===== config.mk =====
export PLATFORM = sky130hd
export DESIGN_NAME = rsa_input_loader
export DESIGN_NICKNAME = d
export VERILOG_FILES = /design/src/rtl/rsa_input_loader.sv
export SDC_FILE = /design/constraint.sdc
export NUM_CORES = 1
export LEC_CHECK = 0
export CAP_MARGIN = 5
export CORE_MARGIN = 1.5
export CORE_UTILIZATION = 30
export CTS_CLUSTER_SIZE = 16
export DETAILED_ROUTE_END_ITERATION = 16
export SYNTH_ARGS = -nofsm -noshare
export SYNTH_HDL_FRONTEND = slang
export SYNTH_SLANG_ARGS = --single-unit

===== constraint.sdc =====
create_clock -name clk -period 1.4 [get_ports clk]
set_input_delay 0.14 -clock clk [delete_from_list [all_inputs] [get_ports clk]]
set_output_delay 0.14 -clock clk [all_outputs]
set_load 0.02 [all_outputs]

===== src/rtl/rsa_input_loader.sv =====
// rsa_input_loader: assembles host command frames into operands and hands them to the RSA exponentiation controller
module rsa_input_loader #(
  parameter int WIDTH = 32
) (
  input  logic             clk,
  input  logic             rst_n,
  input  logic [7:0]       in_byte,
  input  logic             in_valid,
  output logic             in_ready,
  input  logic             core_done,
  output logic [2:0]       input_data_type,
  output logic [WIDTH-1:0] word_out,
  output logic             busy,
  output logic             err
);
  localparam int BYTES = WIDTH / 8;
  localparam int CW = $clog2(BYTES) + 1;
  localparam logic [CW-1:0] LAST = CW'(BYTES - 1);
  typedef enum logic [2:0] {IDLE, PAYLOAD, ISSUE, HOLD, WAIT_CORE} state_t;
  state_t state, state_d;
  logic [CW-1:0] cnt;
  logic [2:0] type_q;
  logic acc, hdr_ok, last;
  assign acc = in_valid && in_ready;
  assign hdr_ok = in_byte == 8'h01 || in_byte == 8'h02 || in_byte == 8'h03;
  assign last = state == PAYLOAD && acc && cnt == LAST;
  always_ff @(posedge clk or negedge rst_n) begin
    if (!rst_n) state <= IDLE;
    else state <= state_d;
  end
  always_comb begin
    state_d = state;
    case (state)
      IDLE:      state_d = acc && hdr_ok ? PAYLOAD : IDLE;
      PAYLOAD:   state_d = last ? ISSUE : PAYLOAD;
      ISSUE:     state_d = type_q == 3'd1 ? WAIT_CORE : HOLD;
      HOLD:      state_d = IDLE;
      WAIT_CORE: state_d = core_done ? IDLE : WAIT_CORE;
      default:   state_d = IDLE;
    endcase
  end
  always_comb begin
    in_ready = state == IDLE || state == PAYLOAD;
    busy = state != IDLE;
  end
  // type code is registered on the last payload byte so it is non-zero only while in ISSUE
  always_ff @(posedge clk or negedge rst_n) begin
    if (!rst_n) begin
      cnt <= '0;
      type_q <= '0;
      word_out <= '0;
      input_data_type <= '0;
      err <= 1'b0;
    end else begin
      if (state == IDLE && acc && hdr_ok) begin
        type_q <= in_byte[2:0];
        cnt <= '0;
      end
      if (state == PAYLOAD && acc) begin
        word_out <= {word_out[WIDTH-9:0], in_byte};
        cnt <= cnt + 1'b1;
      end
      input_data_type <= last ? type_q : 3'd0;
      err <= state == IDLE && acc && !hdr_ok;
    end
  end
endmodule


=== Word-level counts from Yosys, hierarchy flattened ===
Index checks and enable logic that the tools add are counted.

* Register bits: 45
* Input bits: 12
* Output and inout port bits: 38
* Logic and storage cells: 37

* $add $sub $neg: 1
* Equal/unequal tests: 8
* Mux-type cells: 8
* Reductions and logical operators: 14

{| class="wikitable"
|+ Operators with widths
! kind !! number
|-
| $eq 8x2->1 const B || 2
|-
| $mux 3 || 5
|-
| $pmux 3 s4 || 1
|-
| $eq 8x1->1 const B || 1
|-
| $logic_and 1x1->1 || 7
|-
| $eq 3x1->1 const B || 2
|-
| $eq 3x2->1 const B || 2
|-
| $add 3x1->3 const B || 1
|-
| $eq 3x3->1 const B || 1
|-
| $logic_not 3->1 || 1
|-
| $logic_or 1x1->1 || 3
|-
| $reduce_bool 3->1 || 1
|-
| $mux 2 || 1
|-
| $reduce_bool 2->1 || 1
|-
| $logic_not 1->1 || 1
|-
| $mux 1 || 1
|}

=== Longest topological paths before layout ===
* Depth in word-level cells: 7
* Mapped depth: 5

=== Least setup slack after synthesis ===
OpenSTA, ideal clock, no wires.

* Kind: register to register
* Start point: register state[1]
* End point: register word_out[12]
* Data arrival time: 1.347 ns
* Slack: -0.075 ns
* Cell stages (with the launch flop): 5
* Clock period less this slack: 1.475 ns
* Cell sequence: dfrtp_1 -> nor4bb_1 -> buf_2 -> buf_6 -> mux2_1

* Longest elaborated chain between the ends: 4
* Elaborated cells between the ends (all ways): 5
* Those cells by class: 1 x eq/ne; 4 x reduce/logical

{| class="wikitable"
|+ RTL lines
! what !! line !! source
|-
| from (decl) || 20 || <nowiki>state_t state, state_d;</nowiki>
|-
| from (signal assigned) || 29 || <nowiki>else state <= state_d;</nowiki>
|-
| $eq 3x1->1 or $logic_not 3->1 (tied branches) || 43, 59 ||
|-
| $logic_or 1x1->1 || 43 || <nowiki>in_ready = state == IDLE || state == PAYLOAD;</nowiki>
|-
| $logic_and 1x1->1 || 24 || <nowiki>assign acc = in_valid && in_ready;</nowiki>
|-
| $logic_and 1x1->1 (*) || 59 || <nowiki>if (state == PAYLOAD && acc) begin</nowiki>
|-
| to (signal assigned) || 60 || <nowiki>word_out <= {word_out[WIDTH-9:0], in_byte};</nowiki>
|-
| to (decl) || 12 || <nowiki>output logic [WIDTH-1:0] word_out,</nowiki>
|}

Mark *: on every way between the ends. The rest lies on a longest branch, timed or not.
A chain may end at the register's enable or synchronous reset.

=== Worst setup path after layout ===
* Start point: register state[2]
* End point: register word_out[15]

The elaborated chain is that of the path after synthesis.

==> impl_metrics.ini <==
[outcome]
status = finished with violations
violations = negative setup slack

[die]
die_h_um = 81.38
dieArea_mm2 = 0.006623
row_count = 28
fp.dieW_um = 81.38
start_util_pct = 31.13
ios = 50
core_mm2 = 0.005921

[layout]
n_fill_cell = 541
syn_to_final_growth_pct = 53.63
multi_input_area_um2 = 797.0
drive_above_1_share_pct = 38.22
fin_area_mm2 = 0.002831
fin_nets = 204
diodes = 0
final-seq-area_mm2 = 0.001129
instances_no_fill = 266

[routing]
vias = 1237
wl_mm = 4.303
ant_nets = 0
vias_per_cell = 4.650
route.detailed.drc = 0
avgRoutedWirePerCell_um = 16.18
drt_iter0_drc = 33
first_pass_iters = 4

[place]
post-place-cells = 250
place.gp.congestion = 0.7381
dpl_cell_area_mm2 = 0.002590
port_buffers = 49
hpwlAfterDp_mm = 2.899
pre_cts_ws_ns = -0.4182

[pwr]
ir_drop_uv = 783.8
internal_power_w = 0.003766
p_seq_share_pct = 37.6
power_density_mw_per_mm2 = 2048
clkPwrFrac_pct = 15.1
pwr-share-comb_pct = 47.3
leakage_nw = 1.471
p_switching_w = 0.002034
p_sw_share_pct = 35.07

[timing]
tightest_slew_ns = 0.5049
maxSlewViolCount = 0
rsz0062_at_grt = yes
setup_viol = 42
worst_slack_ns = -0.1520
max-slew-margin-rel_pct = 66.34
skew_ns = 0.003898
hold_slack_ns = 0.3430
hold_viol_final = 0
layout_worst_path_cycle_share_pct = 110.9
min_period_ns = 1.552
fmax_mhz = 644.3

[worst_hold_path]
hold_path_class = input port to asynchronous set/reset pin

[logic_synthesis]
synth.avg_cell_area_um2 = 15.49
ys_ff_latch = 45
synthesis.nets = 133
netlist_instances = 119
syn-cell-area_mm2 = 0.001843
synth.distinct_cells = 25
synth_area_leaders = dfrtp_1 (61%), mux2_1 (20%), buf_6 (2.4%)
netlist.area_leader.share_pct = 61.10
yosysTopAreaCell = dfrtp_1
ys_seq_area_share_pct = 61.10
synth-warning-count = 0

[flow_run]
drv_cap = 0

[worst_setup_path]
crit_end = word_out[15]
rr_worst_depth = 4
cp-startpoint = state[2]
criticalPathCategory = flip-flop to flip-flop
crit_path_end_kind = flip-flop
arrival_ns = 1.73
reg2reg_from = state[2]
worstSetupStartpointType = flip-flop
r2r_end = word_out[15]
worst-path-max-fanout = 10
r2r_slack_ns = -0.15
required_ns = 1.58

[grt]
antenna_found_initial = 0
grt_pass1_vias = 1420
grt_pass1_wl_mm = 6.837
overflow = 0
grt_max_degree = 26
grt.total_usage_pct = 13.87

[clock_tree]
clkLatencyLatePin_ns = 0.29
clockBufferDepth = 2
cts_num_sinks = 45
tritoncts = built
cts_made_buffers = 5
path_clk_slew_ns = 0.08
htree_levels = 2
cts_root_buf = clkbuf_8
==> critical path: stages (launching register included) <==
cell and delay (ns):
dfrtp_2 0.47, nor4bb_4 0.33, buf_6 0.18, buf_12 0.15
mux2_4 0.30
==> cells by family after synthesis <==
logic type / Yosys count / synth area share (%)
flip-flops: 45 / 61.10
multiplexers: 34 / 21.18
AND/OR/NAND/NOR: 24 / 9.505
buffers and inverters: 8 / 3.326
AO/OA/AOI/OAI: 6 / 3.531
adder cells (fa/ha/maj): 2 / 1.358
==> how the worst min path moves through the flow <==
stage,cells past startpoint,end
after floorplan,0,cnt[0]
after global placement,1,word_out[16]
after detailed placement,1,word_out[16]
after CTS,2,err
after global routing,2,word_out[16]
final,2,word_out[16]
==> cell type report <==
| type | count | area share, % |
|---|---|---|
| Clock buffer | 7 | 3.403 |
| Clock inverter | 1 | 0.1768 |
| Inverter | 3 | 0.3977 |
| Multi-Input combinational cell | 66 | 28.15 |
| Sequential cell | 45 | 39.86 |
| Tap cell | 75 | 3.314 |
| Timing Repair Buffer | 69 | 24.70 |
==> registers in the layout, summed over array words and instances (netlist names) <==
register         flops
err                  1
type_q               3
word_out            32
cnt                  3
state                3
input_data_type      3
==> power groups by stage <==
stage	logic, W	registers [W]	clock network (W)
5_1_grt	0.00291	0.00225	0.000965
4_1_cts	0.00277	0.00218	0.000899
3_3_place_gp	0.00265	0.00217	0
3_5_place_dp	0.00272	0.00221	0
6_report	0.00275	0.00218	0.000874
2_1_floorplan	0.00104	0.00266	0
==> per-stage QoR <==
stage,setup TNS (ns),utilization (%),total power (W)
after CTS,-5.446,47.46,0.005848
final,-5.501,47.82,0.005800
after global routing,-8.074,47.82,0.006119
after global placement,-14.00,43.74,0.004817
after floorplan,-1.872,-,0.003696
after detailed placement,-15.11,43.74,0.004936
==> cells in the final DEF (no fill, tap or decap), types with 2 or more instances in the layout <==
master and instances:
dlymetal6s2s_1 5, dfrtp_1 43, nand2_1 3, buf_16 2
inv_1 3, a22o_1 2, buf_6 4, and3_1 3
dlygate4sd2_1 31, buf_4 12, mux2_4 34, nor3b_1 2
ha_1 2, nor2b_1 3, nand3_1 2, nor2_1 3
clkdlybuf4s50_1 10, dfrtp_2 2, clkbuf_8 7, buf_12 3
==> per-layer routing <==
metal  vias to the layer above  share of wire [%]  GRT usage (%)
li1                        568                  -              -
met1                       628                 44          16.57
met2                        35                 50          23.39
met3                         6                4.6          3.820
met4                         0                1.4          5.690
met5                         -                  0              0
==> cell usage after synthesis <==
cell,number
a21o_1,1
a22o_1,2
a31oi_1,1
and2_1,1
and2_2,1
and3_1,3
buf_2,1
buf_6,4
dfrtp_1,45
ha_1,2
inv_1,3
mux2_1,32
mux2_4,2
nand2_1,3
nand3_1,2
nor2_1,4
nor2b_1,3
nor3b_1,2
nor4_4,1
nor4b_4,1
nor4bb_1,1
o2111ai_4,1
o211ai_1,1
or3_2,1
or4b_1,1
==> what timing repair did <==
action / CTS / global route
setup buffers: 5 / 0
resized for setup: 59 / 8
pin swaps: 4 / 2
endpoints found under the setup margin: 72 / 49
hold buffers: 1 / 0
endpoints found under the hold margin: 20 / 0
gates cloned: 2 / 0
Power figures use the tool's default switching activity.
